$ cat config.mk
export PLATFORM = sky130hd
export DESIGN_NAME = calc_entry_fsm
export DESIGN_NICKNAME = d
export VERILOG_FILES = /design/src/rtl/calc_entry_fsm.sv
export SDC_FILE = /design/constraint.sdc
export NUM_CORES = 1
export LEC_CHECK = 0
export ABC_AREA = 1
export BUFFER_PORTS_ARGS = -buffer_cell sky130_fd_sc_hd__buf_2
export CAP_MARGIN = 20
export CORE_MARGIN = 2
export CORE_UTILIZATION = 40
export CTS_CLUSTER_DIAMETER = 30
export CTS_CLUSTER_SIZE = 24
export DETAILED_ROUTE_END_ITERATION = 10
export PLACE_DENSITY = 0.6
export SETUP_SLACK_MARGIN = 0.05
export SYNTH_ARGS = -nofsm -noshare
export SYNTH_HDL_FRONTEND = slang
export SYNTH_SLANG_ARGS = --single-unit
export TNS_END_PERCENT = 10
$ cat constraint.sdc
create_clock -name clk -period 1.7 [get_ports clk]
set_input_delay 0.085 -clock clk [delete_from_list [all_inputs] [get_ports clk]]
set_output_delay 0.085 -clock clk [all_outputs]
set_load 0.1 [all_outputs]
$ cat src/rtl/calc_entry_fsm.sv
// Keypad entry controller: builds two packed-BCD operands and an operator from key events.
// Outputs are registered and change on the edge that detects a key press, one clock after btn_press rises.
// There is no backpressure. A held key gives one event. CALC_ENTRY_TIMEOUT_EN adds an idle auto-clear.
module calc_entry_fsm #(
  parameter int NUM_DIGITS     = 4,
  parameter int TIMEOUT_CYCLES = 100000
) (
  input  logic                    clk,
  input  logic                    rst,
  input  logic                    btn_press,
  input  logic                    is_num,
  input  logic                    is_op,
  input  logic                    is_eq,
  input  logic [3:0]              num_val,
  input  logic [1:0]              op_val,
  input  logic [4*NUM_DIGITS-1:0] alu_result,
  output logic [4*NUM_DIGITS-1:0] num1_bcd,
  output logic [4*NUM_DIGITS-1:0] num2_bcd,
  output logic [1:0]              operation,
  output logic [1:0]              curr_state,
  output logic                    key_ack
);

  localparam int NW = 4 * NUM_DIGITS;
  localparam int CW = $clog2(NUM_DIGITS + 1);
  localparam logic [CW-1:0] FULL = CW'(NUM_DIGITS);

  typedef enum logic [1:0] {
    S_NUM1   = 2'b00,
    S_OP     = 2'b01,
    S_NUM2   = 2'b10,
    S_RESULT = 2'b11
  } state_t;

  state_t        state_q, state_d;
  logic [NW-1:0] num1_q, num1_d, num2_q, num2_d;
  logic [1:0]    op_q, op_d;
  logic [CW-1:0] cnt1_q, cnt1_d, cnt2_q, cnt2_d;
  logic          btn_q, btn_d, holdoff_q, holdoff_d, ack_q, ack_d;
  logic          evt, digit_evt, op_evt, eq_evt;

`ifdef CALC_ENTRY_TIMEOUT_EN
  localparam int TW = $clog2(TIMEOUT_CYCLES);
  localparam logic [TW-1:0] TMO_MAX = TW'(TIMEOUT_CYCLES - 1);
  logic [TW-1:0] tmo_q, tmo_d;
  logic          tmo_fire;
`endif

  // holdoff blocks a key still held from before reset until it is seen released
  assign evt       = btn_press & ~btn_q & ~holdoff_q;
  assign digit_evt = evt & is_num & (num_val <= 4'd9);
  assign op_evt    = evt & ~is_num & is_op;
  assign eq_evt    = evt & ~is_num & ~is_op & is_eq;

  always_comb begin
    state_d   = state_q;
    num1_d    = num1_q;
    num2_d    = num2_q;
    op_d      = op_q;
    cnt1_d    = cnt1_q;
    cnt2_d    = cnt2_q;
    btn_d     = btn_press;
    holdoff_d = holdoff_q & btn_press;
    ack_d     = 1'b0;
    case (state_q)
      S_NUM1: begin
        if (digit_evt && cnt1_q != FULL) begin
          num1_d = {num1_q[NW-5:0], num_val};
          cnt1_d = cnt1_q + 1'b1;
          ack_d  = 1'b1;
        end else if (op_evt) begin
          op_d    = op_val;
          num2_d  = '0;
          cnt2_d  = '0;
          state_d = S_OP;
          ack_d   = 1'b1;
        end
      end
      S_OP: begin
        if (digit_evt) begin
          num2_d  = NW'(num_val);
          cnt2_d  = CW'(1);
          state_d = S_NUM2;
          ack_d   = 1'b1;
        end else if (op_evt) begin
          op_d  = op_val;
          ack_d = 1'b1;
        end
      end
      S_NUM2: begin
        if (digit_evt && cnt2_q != FULL) begin
          num2_d = {num2_q[NW-5:0], num_val};
          cnt2_d = cnt2_q + 1'b1;
          ack_d  = 1'b1;
        end else if (eq_evt) begin
          state_d = S_RESULT;
          ack_d   = 1'b1;
        end
      end
      default: begin
        if (digit_evt) begin
          num1_d  = NW'(num_val);
          cnt1_d  = CW'(1);
          num2_d  = '0;
          cnt2_d  = '0;
          op_d    = 2'b00;
          state_d = S_NUM1;
          ack_d   = 1'b1;
        end else if (op_evt) begin
          // chain the previous result in as a complete first operand
          num1_d  = alu_result;
          cnt1_d  = FULL;
          num2_d  = '0;
          cnt2_d  = '0;
          op_d    = op_val;
          state_d = S_OP;
          ack_d   = 1'b1;
        end
      end
    endcase
`ifdef CALC_ENTRY_TIMEOUT_EN
    tmo_fire = (tmo_q == TMO_MAX) && (state_q != S_NUM1 || cnt1_q != '0);
    if (ack_d)
      tmo_d = '0;
    else if (tmo_q == TMO_MAX)
      tmo_d = tmo_q;
    else
      tmo_d = tmo_q + 1'b1;
    if (tmo_fire) begin
      state_d   = S_NUM1;
      num1_d    = '0;
      num2_d    = '0;
      op_d      = 2'b00;
      cnt1_d    = '0;
      cnt2_d    = '0;
      btn_d     = 1'b0;
      holdoff_d = 1'b1;
      ack_d     = 1'b0;
      tmo_d     = '0;
    end
`endif
  end

  always_ff @(posedge clk or negedge rst) begin
    if (!rst) begin
      state_q   <= S_NUM1;
      num1_q    <= '0;
      num2_q    <= '0;
      op_q      <= 2'b00;
      cnt1_q    <= '0;
      cnt2_q    <= '0;
      btn_q     <= 1'b0;
      holdoff_q <= 1'b1;
      ack_q     <= 1'b0;
    end else begin
      state_q   <= state_d;
      num1_q    <= num1_d;
      num2_q    <= num2_d;
      op_q      <= op_d;
      cnt1_q    <= cnt1_d;
      cnt2_q    <= cnt2_d;
      btn_q     <= btn_d;
      holdoff_q <= holdoff_d;
      ack_q     <= ack_d;
    end
  end

`ifdef CALC_ENTRY_TIMEOUT_EN
  always_ff @(posedge clk or negedge rst) begin
    if (!rst) tmo_q <= '0;
    else      tmo_q <= tmo_d;
  end
`endif

  assign num1_bcd   = num1_q;
  assign num2_bcd   = num2_q;
  assign operation  = op_q;
  assign curr_state = state_q;
  assign key_ack    = ack_q;

endmodule

# Yosys cells after proc, flatten, opt, wreduce, memory -nomap -nowiden
# Index checks and enable logic that the tools add are counted.
dict set report totals {
  elab_cells 85
  regBits 45
  output_inout_bits 37
  inputBits 28
}
dict set report classes {
  bitwise 15
  mux 38
  add_sub_neg 2
  magnitude_cmp 1
  eq_ne 11
  reduce_logical 9
}
# operator count
set op_table {}
lappend op_table {{16-bit two-way mux} 8}
lappend op_table {{16-bit one-hot mux with 3 select lines} 1}
lappend op_table {{16-bit one-hot mux with 2 select lines} 1}
lappend op_table {{3-bit two-way mux} 8}
lappend op_table {{2-bit two-way mux} 10}
lappend op_table {{2-bit != test (second input constant)} 7}
lappend op_table {{2-bit one-hot mux with 3 select lines} 2}
lappend op_table {{1-bit bitwise AND} 9}
lappend op_table {{3-bit one-hot mux with 3 select lines} 1}
lappend op_table {{3-bit AND reduction} 3}
lappend op_table {{3-bit by 1-bit adder with 3-bit output (second input constant)} 2}
lappend op_table {{3-bit != test (second input constant)} 2}
lappend op_table {{1-bit inverter} 6}
lappend op_table {{3-bit one-hot mux with 2 select lines} 1}
lappend op_table {{1-bit two-way mux} 5}
lappend op_table {{4-bit less-or-equal comparator (second input constant)} 1}
lappend op_table {{4-bit AND reduction} 1}
lappend op_table {{3-bit nonzero test} 1}
lappend op_table {{2-bit by 1-bit == test with 1-bit output (second input constant)} 1}
lappend op_table {{2-bit == test (second input constant)} 1}
lappend op_table {{1-bit logical AND} 2}
lappend op_table {{2-bit zero test} 1}
lappend op_table {{1-bit one-hot mux with 2 select lines} 1}
lappend op_table {{2-bit OR reduction} 1}

# Longest topological paths before layout
dict set report depth {
  word_depth 9
  mapped_depth 11
  ltp_nobuf 10
}

# Least setup slack after synthesis
# No wires, ideal clock.
dict set report synth_path {
  path_type {register to register}
  from {register state_q[0] (netlist: curr_state[0])}
  to {register op_q[0] (netlist: operation[0])}
  t_arrival_ns 2.130
  slack_ns -0.552
  path_stages_with_launch 9
  synth_period_minus_slack_ns 2.252
  required_time_ns 1.578
  n_path_buf 2
  setup_ns 0.122
  path_cell_list {dfrtp_1 > inv_1 > ha_1 > buf_2 > inv_1 > clkbuf_1 > nand4_1 > o21ai_0 > nor2_1}
}
dict set report synth_between {
  elab_chain_len 3
}
# item line
set synth_rtl {}
lappend synth_rtl {{from (decl)} 35} ;# state_t state_q, state_d;
lappend synth_rtl {{from (signal assigned)} 156} ;# state_q <= state_d;
lappend synth_rtl {{2-bit by 1-bit == test with 1-bit output (tied with other cells)} 65} ;# case (state_q)
lappend synth_rtl {{2-bit != test (no source line) / 1-bit inverter (equally long branches)} --}
lappend synth_rtl {{3-bit AND reduction (no source line)} --}
lappend synth_rtl {{to (signal assigned)} 159} ;# op_q <= op_d;
lappend synth_rtl {{to (decl)} 37} ;# logic [1:0] op_q, op_d;
# Parallel ways exist; a longest one is shown, timed or not.
# A chain may end at the register's enable or synchronous reset.

# Final worst setup path
dict set report layout_path {
  from {register state_q[0] (netlist: curr_state[0])}
  to {register cnt2_q[0]}
}
dict set report layout_between {
  elab_chain_len 3
}
# item line
set layout_rtl {}
lappend layout_rtl {{2-bit == test (tied with other cells)} 65}
lappend layout_rtl {{2-bit != test (no source line)} --}
lappend layout_rtl {{3-bit AND reduction (no source line)} --}
lappend layout_rtl {{to (signal assigned)} 161} ;# cnt2_q <= cnt2_d;
lappend layout_rtl {{to (decl)} 38} ;# logic [CW-1:0] cnt1_q, cnt1_d, cnt2_q, cnt2_d;
# Parallel ways exist; a longest one is shown, timed or not.

==> metrics.md <==
| Metric | Value |
|---|---|
| Status | `finished, final reports clean` |
| Core region area | `6870 µm²` |
| Number of max-cap violations | `0` |
| Hold Path Cell Cnt | `3` |
| Largest stage delay on the critical path | `0.51 ns` |
| DP Cell Count | `565` |
| Initial antenna violation count | `0` |
| Die Area | `7900 µm²` |
| Crit start category | `flip-flop` |
| Reg2reg end | `cnt2_q[0]` |
| CTS Root Buffer Type | `clkbuf_8` |
| Worst-Margin Slew | `0.490 ns` |
| Fin crit share | `89.5%` |
| First-pass GRT wire length | `12.6 mm` |
| Min-delay src | `op_val[1]` |
| Crit-path slowest cell | `dfrtp_4` |
| Cells after Synth | `413` |
| Setup-failing EPs final | `0` |
| CP Max Fanout | `22` |
| DRT Pass-1 Iters | `4` |
| Clock transition at path regs | `0.09 ns` |
| GRT Overall Usage | `20.0%` |
| Final hold vios | `0` |
| Slew HR | `67.5%` |
| Insertion delay to the later sink of the worst-skew pair | `0.30 ns` |
| FILL cells | `701` |
| Register area | `1130 µm²` |
| Via count | `2896` |
| Multi-input gate area | `1560 µm²` |
| Initial core utilization | `41.9%` |
| Reg2reg setup slack | `0.18 ns` |
| Syn_nets | `449` |
| Critical Path RT | `1.95 ns` |
| Worst Setup SP | `curr_state[0]` |
| Critical path class | `reg2reg` |
| Routed WL | `7.48 mm` |
| Slew Viols, Final | `0` |
| FMAX | `0.657 GHz` |
| Worst hold margin | `0.0274 ns` |
| RSZ-0062 raised after global routing | `true` |
| Post-synth EDFFs | `0` |
| Mapped cell area | `2880 µm²` |
| Clock skew | `0.00461 ns` |
| Most frequent cell on the critical path | `nand2_1` |
| Via-to-Cell Ratio | `5.03` |
| RR Startpoint | `curr_state[0]` |
| NumNets Final | `515` |
| Post-DP HPWL | `5.19 mm` |
| Clk sinks | `45` |
| Pin count of the biggest net entering global routing | `41` |
| Vias in the first global route | `2641` |
| Synth Register Bits | `45` |
| Max H-tree Level | `2` |
| RePlAce Congestion | `0.802` |
| CTS max path bufs | `2` |
| Top FF cell, synth | `dfrtp_1` |
| Floorplan row count | `30` |
| Congestion Overflow GR | `0` |
| Initial DRC count | `171` |
| Synth unique cells | `28` |
| Syn_area_per_cell | `6.97 µm²` |
| Critical Path End Type | `flip-flop` |
| CTS tree | `done` |
| Layout cell share with drive strength beyond 1 | `26.0%` |
| Hold EP | `operation[1]` |
| IO Pins | `65` |
| DRC | `0` |
| Die width | `88.9 µm` |
| CP arrival | `1.77 ns` |
| Port bufs | `64` |
| Area growth, synth to finish | `22.6%` |
| Seq/Total Area, Yosys | `39.1%` |
| Chip height | `88.9 µm` |
| Crit path cell chain | `inv_2, ha_4, buf_4, nand3_1, nand2_1, nand2_1, nand2_1, nand2_1, nand2_1` |
| Synth Warn # | `0` |
| Non-filler cells in the finished layout | `576` |
| Setup_tns | `0 ns` |
| Ant. Diodes | `0` |
| Min-delay worst type | `in2reg` |
| Num CTS Buffers | `5` |
| DR WL/cell | `13.0 µm` |
| Routed Antenna Nets | `0` |
| Post-layout min period | `1.52 ns` |
| Worst Reg-to-Reg Cells | `9` |
| Asr flop ratio synth | `100%` |
## stage by stage
step	utilization, %	setup WS [ns]	area [µm²]
after floorplan	-	0.0288	2960
after global placement	49.5	0.0823	3400
after detailed placement	49.5	0.0162	3400
after CTS	51.1	0.0837	3510
after global routing	51.4	0.0386	3530
final	51.4	0.178	3530
## sequential cells by signal (all words and copies together), names as in the netlist
name and count:
num1_bcd 16, num2_bcd 16, cnt1_q 3, cnt2_q 3, curr_state 2, operation 2, btn_q 1, holdoff_q 1
key_ack 1
## cell usage in the layout (no fill, tap or decap)
cell and count:
o21ai_0 7, nor2_2 1, dfrtp_1 42, nand3_4 2, ha_1 6, a21o_1 1, nand2_2 10, dfstp_2 1
ha_2 1, inv_2 6, nand4_4 1, inv_4 2, buf_4 16, nand3_1 41, clkinv_4 1, nand2_4 1
o21ai_4 1, inv_1 17, a21oi_1 4, buf_2 64, nand4_2 1, nand2_1 187, nor2_1 8, nand4_1 34
o21ai_1 3, buf_12 3, ha_4 1, dfrtp_4 2, clkbuf_1 1, clkbuf_8 5, nor3_1 2, nand3_2 2
clkinvlp_4 2, nor2_4 2, dlygate4sd3_1 2
## repair_timing
| item | in CTS | in global routing |
|---|---|---|
| resized for setup | 1 | 4 |
| buffers inserted | 0 | 1 |
| endpoints found under the setup margin | 13 | 35 |
| cloned | 0 | 0 |
| hold buffers | 2 | 0 |
| hold endpoints to repair | 16 | 0 |
## final cells by class
type | count | area share [%]
Timing Repair Buffer | 85 | 14.7
Inverter | 26 | 3.05
Clock inverter | 2 | 0.425
Sequential cell | 45 | 32.1
Clock buffer | 6 | 2.06
Multi-Input combinational cell | 316 | 44.2
Tap cell | 96 | 3.40
## cell usage after synthesis, types with 2 or more instances
cell type | instances | area (µm²)
a21oi_1 | 4 | 20.0
buf_1 | 3 | 11.3
buf_2 | 12 | 60.1
buf_6 | 3 | 33.8
clkbuf_1 | 7 | 26.3
dfrtp_1 | 44 | 1100
ha_1 | 8 | 100
inv_1 | 20 | 75.1
inv_2 | 4 | 15.0
nand2_1 | 188 | 706
nand2_2 | 10 | 62.6
nand3_1 | 41 | 205
nand3_2 | 3 | 30.0
nand4_1 | 34 | 213
nand4_2 | 2 | 25.0
nor2_1 | 9 | 33.8
nor3_1 | 2 | 10.0
o21ai_0 | 7 | 35.0
o21ai_1 | 3 | 15.0
## cell families after synthesis
| group | share of synthesized area (%) |
|---|---|
| flip-flops | 39.1 |
| buffers and inverters | 8.30 |
| AO/OA/AOI/OAI | 3.26 |
| AND/OR/NAND/NOR | 45.8 |
| adder cells (fa/ha/maj) | 3.48 |
## how the worst max path moves through the flow
stage                              end  slack (ns)
after global placement    num2_bcd[14]        0.08
after global routing       num2_bcd[0]        0.04
after detailed placement   num2_bcd[4]        0.02
final                        cnt2_q[0]        0.18
after CTS                 num1_bcd[10]        0.08
after floorplan            num2_bcd[8]        0.03
## routing by layer
layer | GRT usage (%) | wire (µm) | vias to the layer above
met5 | 0 | 0 | -
met4 | 4.27 | 58 | 0
met3 | 3.08 | 340 | 6
met2 | 33.1 | 3460 | 80
met1 | 27.8 | 3620 | 1342
li1 | - | - | 1468
## critical path: cells and delay by family (launching register included)
family                     cells  cell delay (ns)
buffers and inverters          2             0.38
DFF                            1             0.51
and+or+nand+nor                6             0.39
adders and majority gates      1             0.18
Power is left out: the tool's default activity adds up to more than one toggle a clock period on the data nets, which glitch-free logic cannot reach.
